## config.mk

```make
export PLATFORM = sky130hd
export DESIGN_NAME = write_lcd_block
export DESIGN_NICKNAME = d
export VERILOG_FILES = /design/src/rtl/lcd_pkg.sv /design/src/rtl/lcd_bus_cycle.sv /design/src/rtl/write_lcd_block.sv
export SDC_FILE = /design/constraint.sdc
export NUM_CORES = 1
export LEC_CHECK = 0
export CAP_MARGIN = 10
export CELL_PAD_IN_SITES_DETAIL_PLACEMENT = 1
export CELL_PAD_IN_SITES_GLOBAL_PLACEMENT = 1
export CORE_MARGIN = 10
export CORE_UTILIZATION = 51
export DETAILED_ROUTE_END_ITERATION = 7
export MAX_ROUTING_LAYER = met4
export PLACE_DENSITY = 0.95
export SLEW_MARGIN = 20
export SYNTH_ARGS = -nofsm -noshare
export SYNTH_HDL_FRONTEND = slang
export SYNTH_HIERARCHICAL = 1
export SYNTH_SLANG_ARGS = --single-unit
```

## constraint.sdc

```tcl
create_clock -name clk -period 7.4 [get_ports clk]
set_input_delay 2.22 -clock clk [delete_from_list [all_inputs] [get_ports clk]]
set_output_delay 2.22 -clock clk [all_outputs]
set_load 0.01 [all_outputs]
```

## src/rtl/lcd_pkg.sv

```systemverilog
// lcd_pkg: controller states, HD44780 command bytes and timer width
// shared by write_lcd_block (WRITE_LCD_INIT_EN enables power-up init)
`timescale 1ns/1ps
package lcd_pkg;

  typedef enum logic [2:0] {
    POWERUP,
    INIT,
    IDLE,
    SETUP,
    EHIGH,
    HOLD,
    WAIT
  } lcd_state_e;

  localparam logic [7:0] CMD_FUNC  = 8'h38;
  localparam logic [7:0] CMD_DISP  = 8'h0C;
  localparam logic [7:0] CMD_CLEAR = 8'h01;
  localparam logic [7:0] CMD_ENTRY = 8'h06;
  localparam logic [7:0] CMD_LINE1 = 8'h80;
  localparam logic [7:0] CMD_LINE2 = 8'hC0;

  localparam int CNT_W = 20;

  function automatic logic [7:0] init_cmd(
    input logic [1:0] idx
  );
    logic [7:0] c;
    unique case (idx)
      2'd0:    c = CMD_FUNC;
      2'd1:    c = CMD_DISP;
      2'd2:    c = CMD_CLEAR;
      default: c = CMD_ENTRY;
    endcase
    return c;
  endfunction

endpackage

```

## src/rtl/lcd_bus_cycle.sv

```systemverilog
// lcd_bus_cycle: one LCD write transaction SETUP/EHIGH/HOLD/WAIT
// done_o pulses on the last WAIT cycle; start_i is accepted then or in IDLE
`timescale 1ns/1ps
module lcd_bus_cycle
  import lcd_pkg::*;
#(
  parameter int T_SETUP = 2,
  parameter int T_EPW   = 12,
  parameter int T_HOLD  = 2,
  parameter int T_EXEC  = 2000,
  parameter int T_CLEAR = 82000
) (
  input  logic       clk,
  input  logic       rst_n,
  input  logic       start_i,
  input  logic       rs_i,
  input  logic [7:0] data_i,
  output logic       done_o,
  output logic       e_o,
  output logic       rs_o,
  output logic [7:0] data_o
);

  lcd_state_e       ph_q, ph_d;
  logic [CNT_W-1:0] cnt_q, cnt_d;
  logic [CNT_W-1:0] wait_last;
  logic             e_q, e_d;
  logic             rs_q, rs_d;
  logic             clr_q, clr_d;
  logic [7:0]       dat_q, dat_d;

  assign wait_last = clr_q ? CNT_W'(T_CLEAR - 1)
                           : CNT_W'(T_EXEC - 1);
  assign done_o = (ph_q == WAIT) && (cnt_q == wait_last);
  assign e_o    = e_q;
  assign rs_o   = rs_q;
  assign data_o = dat_q;

  always_comb begin
    ph_d  = ph_q;
    cnt_d = cnt_q + 1'b1;
    e_d   = e_q;
    rs_d  = rs_q;
    dat_d = dat_q;
    clr_d = clr_q;
    unique case (ph_q)
      SETUP: if (cnt_q == CNT_W'(T_SETUP - 1)) begin
        ph_d  = EHIGH;
        e_d   = 1'b1;
        cnt_d = '0;
      end
      EHIGH: if (cnt_q == CNT_W'(T_EPW - 1)) begin
        ph_d  = HOLD;
        e_d   = 1'b0;
        cnt_d = '0;
      end
      HOLD: if (cnt_q == CNT_W'(T_HOLD - 1)) begin
        ph_d  = WAIT;
        cnt_d = '0;
      end
      WAIT: if (done_o) begin
        ph_d  = IDLE;
        cnt_d = '0;
      end
      default: begin
        ph_d  = IDLE;
        cnt_d = '0;
      end
    endcase
    // back-to-back: a new write may launch on the final WAIT cycle
    if (start_i && (ph_q == IDLE || done_o)) begin
      ph_d  = SETUP;
      cnt_d = '0;
      rs_d  = rs_i;
      dat_d = data_i;
      clr_d = !rs_i && (data_i == CMD_CLEAR);
    end
  end

  always_ff @(posedge clk or negedge rst_n) begin
    if (!rst_n) begin
      ph_q  <= IDLE;
      cnt_q <= '0;
      e_q   <= 1'b0;
      rs_q  <= 1'b0;
      clr_q <= 1'b0;
      dat_q <= '0;
    end else begin
      ph_q  <= ph_d;
      cnt_q <= cnt_d;
      e_q   <= e_d;
      rs_q  <= rs_d;
      clr_q <= clr_d;
      dat_q <= dat_d;
    end
  end

endmodule

```

## src/rtl/write_lcd_block.sv

```systemverilog
// write_lcd_block: button-driven HD44780 character writer with cursor wrap
// WRITE_LCD_INIT_EN adds the power-up wait and 38/0C/01/06 init sequence
`timescale 1ns/1ps
module write_lcd_block
  import lcd_pkg::*;
#(
  parameter int T_SETUP   = 2,
  parameter int T_EPW     = 12,
  parameter int T_HOLD    = 2,
  parameter int T_EXEC    = 2000,
  parameter int T_CLEAR   = 82000,
  parameter int T_POWERUP = 750000
) (
  input  logic       clk,
  input  logic       reset_n,
  input  logic [7:0] data_btn,
  input  logic       prell_flag,
  output logic       RW_btn_lcd,
  output logic       RS_btn_lcd,
  output logic       E_btn_lcd,
  output logic [7:0] data_btn_lcd
);

  lcd_state_e st_q, st_d;
  logic       prell_q, rise;
  logic       pend_q, pend_d;
  logic [7:0] pbyte_q, pbyte_d;
  logic       chr_q, chr_d;
  logic [7:0] char_q, char_d;
  logic [4:0] cur_q, cur_d;
  logic       wrap_q, wrap_d;
  logic       start, st_rs, done;
  logic [7:0] st_data;
  logic       try_serve, serve, rise_used, adv;
  logic [7:0] sbyte;
`ifdef WRITE_LCD_INIT_EN
  logic [CNT_W-1:0] pu_q, pu_d;
  logic [2:0]       idx_q, idx_d;
`else
  logic unused_cfg;
  assign unused_cfg = (T_POWERUP > 0);
`endif

  assign rise       = prell_flag & ~prell_q;
  assign RW_btn_lcd = 1'b0;

  always_comb begin
    st_d      = st_q;
    pend_d    = pend_q;
    pbyte_d   = pbyte_q;
    chr_d     = chr_q;
    char_d    = char_q;
    cur_d     = cur_q;
    wrap_d    = wrap_q;
    start     = 1'b0;
    st_rs     = 1'b0;
    st_data   = '0;
    try_serve = 1'b0;
    serve     = 1'b0;
    sbyte     = '0;
    rise_used = 1'b0;
    adv       = 1'b0;
`ifdef WRITE_LCD_INIT_EN
    pu_d  = pu_q;
    idx_d = idx_q;
`endif
    unique case (st_q)
      POWERUP: begin
`ifdef WRITE_LCD_INIT_EN
        pu_d = pu_q + 1'b1;
        if (pu_q == CNT_W'(T_POWERUP - 1)) begin
          st_d    = INIT;
          start   = 1'b1;
          st_data = init_cmd(2'd0);
          idx_d   = 3'd1;
        end
`else
        st_d = IDLE;
`endif
      end
`ifdef WRITE_LCD_INIT_EN
      INIT: if (done) begin
        if (idx_q == 3'd4) begin
          st_d      = IDLE;
          try_serve = 1'b1;
        end else begin
          start   = 1'b1;
          st_data = init_cmd(idx_q[1:0]);
          idx_d   = idx_q + 3'd1;
        end
      end
`endif
      IDLE: try_serve = 1'b1;
      WAIT: if (done) begin
        if (chr_q) begin
          start   = 1'b1;
          st_rs   = 1'b1;
          st_data = char_q;
          chr_d   = 1'b0;
          adv     = 1'b1;
        end else begin
          st_d      = IDLE;
          try_serve = 1'b1;
        end
      end
      default: st_d = IDLE;
    endcase

    if (try_serve) begin
      if (pend_q) begin
        serve  = 1'b1;
        sbyte  = pbyte_q;
        pend_d = 1'b0;
      end else if (rise) begin
        serve     = 1'b1;
        sbyte     = data_btn;
        rise_used = 1'b1;
      end
    end

    // line start positions need an address command before the char
    if (serve) begin
      start = 1'b1;
      st_d  = WAIT;
      if (cur_q == 5'd16 || (cur_q == 5'd0 && wrap_q)) begin
        st_data = cur_q[4] ? CMD_LINE2 : CMD_LINE1;
        chr_d   = 1'b1;
        char_d  = sbyte;
      end else begin
        st_rs   = 1'b1;
        st_data = sbyte;
        adv     = 1'b1;
      end
    end

    if (adv) begin
      cur_d = cur_q + 5'd1;
      if (cur_q == 5'd31) wrap_d = 1'b1;
    end

    if (rise && !rise_used && !pend_d) begin
      pend_d  = 1'b1;
      pbyte_d = data_btn;
    end
  end

  always_ff @(posedge clk or negedge reset_n) begin
    if (!reset_n) begin
      st_q    <= POWERUP;
      prell_q <= 1'b0;
      pend_q  <= 1'b0;
      pbyte_q <= '0;
      chr_q   <= 1'b0;
      char_q  <= '0;
      cur_q   <= '0;
      wrap_q  <= 1'b0;
`ifdef WRITE_LCD_INIT_EN
      pu_q    <= '0;
      idx_q   <= '0;
`endif
    end else begin
      st_q    <= st_d;
      prell_q <= prell_flag;
      pend_q  <= pend_d;
      pbyte_q <= pbyte_d;
      chr_q   <= chr_d;
      char_q  <= char_d;
      cur_q   <= cur_d;
      wrap_q  <= wrap_d;
`ifdef WRITE_LCD_INIT_EN
      pu_q    <= pu_d;
      idx_q   <= idx_d;
`endif
    end
  end

  lcd_bus_cycle #(
    .T_SETUP (T_SETUP),
    .T_EPW   (T_EPW),
    .T_HOLD  (T_HOLD),
    .T_EXEC  (T_EXEC),
    .T_CLEAR (T_CLEAR)
  ) u_bus (
    .clk     (clk),
    .rst_n   (reset_n),
    .start_i (start),
    .rs_i    (st_rs),
    .data_i  (st_data),
    .done_o  (done),
    .e_o     (E_btn_lcd),
    .rs_o    (RS_btn_lcd),
    .data_o  (data_btn_lcd)
  );

endmodule

```

* Word level (Yosys, flattened, before mapping) *
Index checks and enable logic that the tools add are counted.

cells by class
  muxes and demuxes = 48
  equal/unequal tests = 22
  bitwise operators = 2
  reductions and logical operators = 19
  $add $sub $neg = 2

operators by type and width
  cell                                            number
  2-to-1 mux 20 bit                               4
  2-to-1 mux 8 bit                                8
  one-hot mux 20 bit (3 select lines)             1
  2-to-1 mux 3 bit                                8
  2-to-1 mux 1 bit                                21
  adder 20 x 1 -> 20 bit, second input constant   1
  == test 20 x 1 -> 1 bit, second input constant  1
  == test 20 bit                                  1
  == test 20 x 4 -> 1 bit, second input constant  1
  2-to-1 mux 17 bit                               1
  == test 3 bit, second input constant            4
  one-hot mux 3 bit (4 select lines)              1
  == test 5 bit, second input constant            2
  == test 3 x 2 -> 1 bit, second input constant   3
  != test 3 x 1 -> 1 bit, second input constant   3
  == test 8 x 1 -> 1 bit, second input constant   1
  2-to-1 mux 7 bit                                1
  logical AND 1 bit                               6
  != test 3 x 2 -> 1 bit, second input constant   2
  one-hot mux 3 bit (2 select lines)              1
  AND reduction 3 bit                             2
  adder 5 x 1 -> 5 bit, second input constant     1
  zero test 5 bit                                 1
  != test 2 x 1 -> 1 bit, second input constant   2
  other kinds (11)                                16

word-level totals
  register bits = 62
  word-level logic and storage cells = 107
  input bits = 11
  output and inout port bits = 11

* Longest topological paths before layout *
  depth in word-level cells = 10
  mapped depth = 13
  mapped depth without buffers = 13

* Modules after synthesis *
Netlist, hierarchy kept.

by module, submodules not included
  module           area each (µm²)  cells each  times used  sequential area each (µm²)
  lcd_bus_cycle    1702.9           163         1           852.1
  write_lcd_block  1437.6           120         1           675.6

* Least setup slack after synthesis *
OpenSTA, ideal clock, no wires.

  kind = input -> register
  start point = input prell_flag
  end point = register u_bus.clr_q
  stages = 8
  required time = 7.335 ns
  path buffers = 0
  setup time = 0.065 ns
  setup slack = 3.614 ns
  arrival = 3.721 ns
  cells stage by stage = nor2b_1 -> o221ai_2 -> nor2_4 -> a211o_1 -> nor4_1 -> nand2_1 -> nor4b_1 -> mux2_2

between the ends
  longest elaborated chain between the ends = 8
  elaborated cells between the ends (all ways) = 15
  classes of those cells = 1 x eq/ne; 10 x mux; 1 x bitwise; 3 x reduce/logical

RTL lines
  item                      line                    RTL
  start, declared           write_lcd_block.sv:17   input logic prell_flag,
  AND 1 bit *               write_lcd_block.sv:44   assign rise = prell_flag & ~prell_q;
  2-to-1 mux 8 bit          write_lcd_block.sv:114  end else if (rise) begin
  2-to-1 mux 8 bit          write_lcd_block.sv:110  if (pend_q) begin
  2-to-1 mux 8 bit          write_lcd_block.sv:109  if (try_serve) begin
  2-to-1 mux 8 bit          write_lcd_block.sv:125  if (cur_q == 5'd16 || (cur_q == 5'd0 && wrap_q)) begin
  2-to-1 mux 8 bit *        write_lcd_block.sv:122  if (serve) begin
  named net st_data[7]      write_lcd_block.sv:33   logic [7:0] st_data;
  == test 8 x 1 -> 1 bit *  lcd_bus_cycle.sv:76     clr_d = !rs_i && (data_i == CMD_CLEAR);
  logical AND 1 bit *       lcd_bus_cycle.sv:76
  end signal, assigned      lcd_bus_cycle.sv:93     clr_q <= clr_d;
  end, declared             lcd_bus_cycle.sv:29     logic clr_q, clr_d;

The timed path passes the listed nets; every way through them passes the cells marked *.
A chain may end at the register's enable or synchronous reset.

* Worst setup path after layout *
Ends and elaborated chain as after synthesis.

==> metrics.md <==
| Metric | Value |
|---|---|
| Vias | `2300` |
| Most instantiated library cell after synthesis | `dfrtp_1` |
| Syn nets | `299` |
| Detailed Route WL | `7.79 mm` |
| Post-CTS Hold Fix Bufs | `0` |
| Register bit total from synthesis | `61` |
| RR Startpoint | `u_bus/cnt_q[7]` |
| Die Area | `about 9700 sq um` |
| Hold path startpoint | `cur_q[3]` |
| Final setup vio count | `0` |
| Final net count | `325` |
| Clk slew on worst S/H paths | `about 0.08 ns` |
| Least-Margin Pin Slew | `0.998 ns` |
| Yosys warns | `6` |
| Fmax | `between 200 and 250 MHz` |
| Synth Area in Adders | `0.0231` |
| CTS tree | `built` |
| RSZ-0062 raised after global routing | `no` |
| Mapped cell area | `~3100 sq um` |
| Port Buffers | `20` |
| Outcome | `finished clean` |
| Post-synthesis xor/xnor area fraction | `0.0614` |
| CTS H-tree lvls | `3` |
| Worst endpoint required time | `7.68 ns` |
| Sequential cell area fraction in the yosys report | `0.486` |
| Final Max Slew Viols | `0` |
| Initial DRC count | `around 110` |
| Cells after DPL | `373` |
| Die Wd | `approximately 98 um` |
| Post-synth top area share | `0.478` |
| Startpoint types | `input port` |
| Max-cap viol count | `0` |
| Post-route setup slack | `approximately 3.2 ns` |
| Clock buffer depth | `2` |
| Largest area contributor in the netlist | `dfrtp_1` |
| Mux contribution to synthesized area | `0.124` |
| Fraction of registers with async set or reset after synthesis | `1.00` |
| Final Skew | `0.0168 ns` |
| Post-cts resize count | `0` |
| Global-route wire length before repair | `13.1 mm` |
| PD cells | `about 270 nW/um^2` |
| Hold Path Depth | `1` |
| Post-Synth Simple-Gate Area | `0.172` |
| Initial antenna violation count | `0` |
| ANT nets after route | `0` |
| Crit end category | `flip-flop` |
| Clk_lat worst skew | `about 0.35 ns` |
| Routed wl met2 | `between 3 and 4 mm` |
| Util after Layout | `0.602` |
| Fin crit share | `0.566` |
| Number of flops mapped to enable cells by yosys | `0` |
| Total global-route track usage | `0.170` |
| Metal-1 WL | `3.50 mm` |
| Worst hold path class | `reg -> reg` |
| FILL cells | `632` |
| Synth Area in Compound Gates | `0.101` |
| Post-Syn Area per Cell | `about 11 sq um` |
| Die height | `98.5 um` |
| Crit path kind | `in -> reg` |
| Inserted Clock Buffers | `9` |
| Root Driver | `clkbuf_8` |
| Largest family of logic cells by synthesized area | `simple AND/OR/NAND/NOR gates` |
| Worst setup startpoint | `prell_flag` |
| Row count | `28` |
| Initial core utilization | `0.527` |
| Min Tclk post-route | `~4.2 ns` |
| Worst Reg2Reg Path Length in Cells | `12` |
| Mapped Cells | `283` |
| DRC viols | `0` |
| Overflow after GRT | `0` |
| Setup total negative slack | `0 ns` |
| Fin. Hold Viols | `0` |
| Slew headroom | `0.335` |
| Vias in the first global route | `2516` |
| Post-detail-place hpwl | `roughly 5.4 mm` |
| Largest net degree at the start of global routing | `62` |
| Inserted Diodes | `0` |
| Final non-filler cell total | `387` |
| Num Clock Sinks | `61` |
| Top cells by area, synth | `dfrtp_1, mux2_2, nor2_1` |
| Ports | `22` |
| RePlAce Congestion | `just over 0.8` |
| Yosys cell types | `59` |
| Met3 routed WL | `190 um` |
| Synth-to-Final Area Change | `14.1%` |
| Max VDD drop | `approximately 140 uV` |
| Tot Pwr | `961 uW` |
| Via/cell ratio | `5.94` |
| Post-CTS Setup Bufs | `0` |
| Ys flop type | `dfrtp_1` |
| Worst-path maximum fanout | `10` |
| Core box area | `5960 sq um` |
| Wire length per cell after detailed routing | `20.1 um` |
| Top Metal Used | `met4` |
| Post-place setup slack | `2.84 ns` |
| Drt pass-1 iters | `4` |
| Leakage Power | `0.00162 uW` |
| Worst path arrival time | `4.46 ns` |
| Top cells by count, synth | `dfrtp_1, nor2_1, nand2_1, mux2_2, xor2_1` |
| Share of post-route cells with drive strength above 1 | `0.189` |
[logic make-up after synthesis]
family / after synthesis
and+or+nand+nor: 102
other: 2
adders and majority gates: 6
xor gates and xnor gates: 22
AOI/OAI and AO/OA: 39
DFF: 61
buffers and inverters: 20
muxes: 31
[critical path: stages]
cell             delay [ns]
clkdlybuf4s50_1        0.46
nor2b_1                0.20
o221ai_2               0.29
nor2_4                 0.14
a211o_1                0.31
nor4_1                 0.28
nand2_1                0.10
nor4b_1                0.27
mux2_2                 0.21
[layer usage]
| metal | vias to the layer above | track usage |
|---|---|---|
| li1 | 1057 | - |
| met4 | 0 | 0.0761 |
| met1 | 1193 | 0.206 |
| met3 | 11 | 0.0286 |
| met5 | - | - |
| met2 | 39 | 0.274 |
[cells in the final DEF (no fill, tap or decap), types with 5 or more instances in the layout]
master	synthesis	layout
mux2_1	6	6
nand2_1	16	16
dfrtp_1	60	60
mux2_2	15	15
a22o_1	6	6
xor2_1	14	14
clkdlybuf4s50_1	0	19
nand3_1	12	12
nor2_1	38	38
inv_1	10	10
mux2_4	8	8
o21ai_0	5	5
ha_1	5	5
clkbuf_8	0	13
a22oi_1	7	7
xnor2_1	8	8
[per-stage QoR]
step / area (sq um) / hold WS, ns
floorplan: 3140 / 0.451
global placement: 3400 / 0.470
detailed placement: 3400 / 0.490
CTS: 3580 / 0.504
global route: 3580 / 0.524
finish: 3580 / 0.504
[power breakdown]
group,internal [uW],switching (uW)
Sequential,390,63.5
Clock,154,127
Combinational,110,117
Total,654,307
[flip-flops by register name, summed over array words and instances (netlist names)]
signal        cells
chr_q             1
pbyte_q           8
pend_q            1
prell_q           1
st_q              2
u_bus/ph_q        3
cur_q             5
u_bus/clr_q       1
u_bus/e_o         1
u_bus/data_o      8
u_bus/cnt_q      20
char_q            8
u_bus/rs_o        1
wrap_q            1
[path summary, 6_finish.rpt]
| check | slack (ns) | endpoint |
|---|---|---|
| max | 3.21 | u_bus/clr_q |
| min | 0.50 | cur_q[3] |
| max reg2reg | 3.89 | u_bus/clr_q |
| min reg2reg | 0.50 | cur_q[3] |
| max in group asynchronous | 4.85 | u_bus/data_o[0] |
| min in group asynchronous | 2.01 | pbyte_q[6] |
[cell type report]
cell class	instances	area [sq um]	share of cell area
flip-flops and latches	61	1530	0.426
multi-input cells	202	1520	0.424
repair buffers	22	210	0.0587
clock buffers	13	179	0.0499
well taps	75	93.8	0.0262
inverters	13	48.8	0.0136
clock inverters	1	5.00	0.00140
Power figures use the tool's default switching activity.
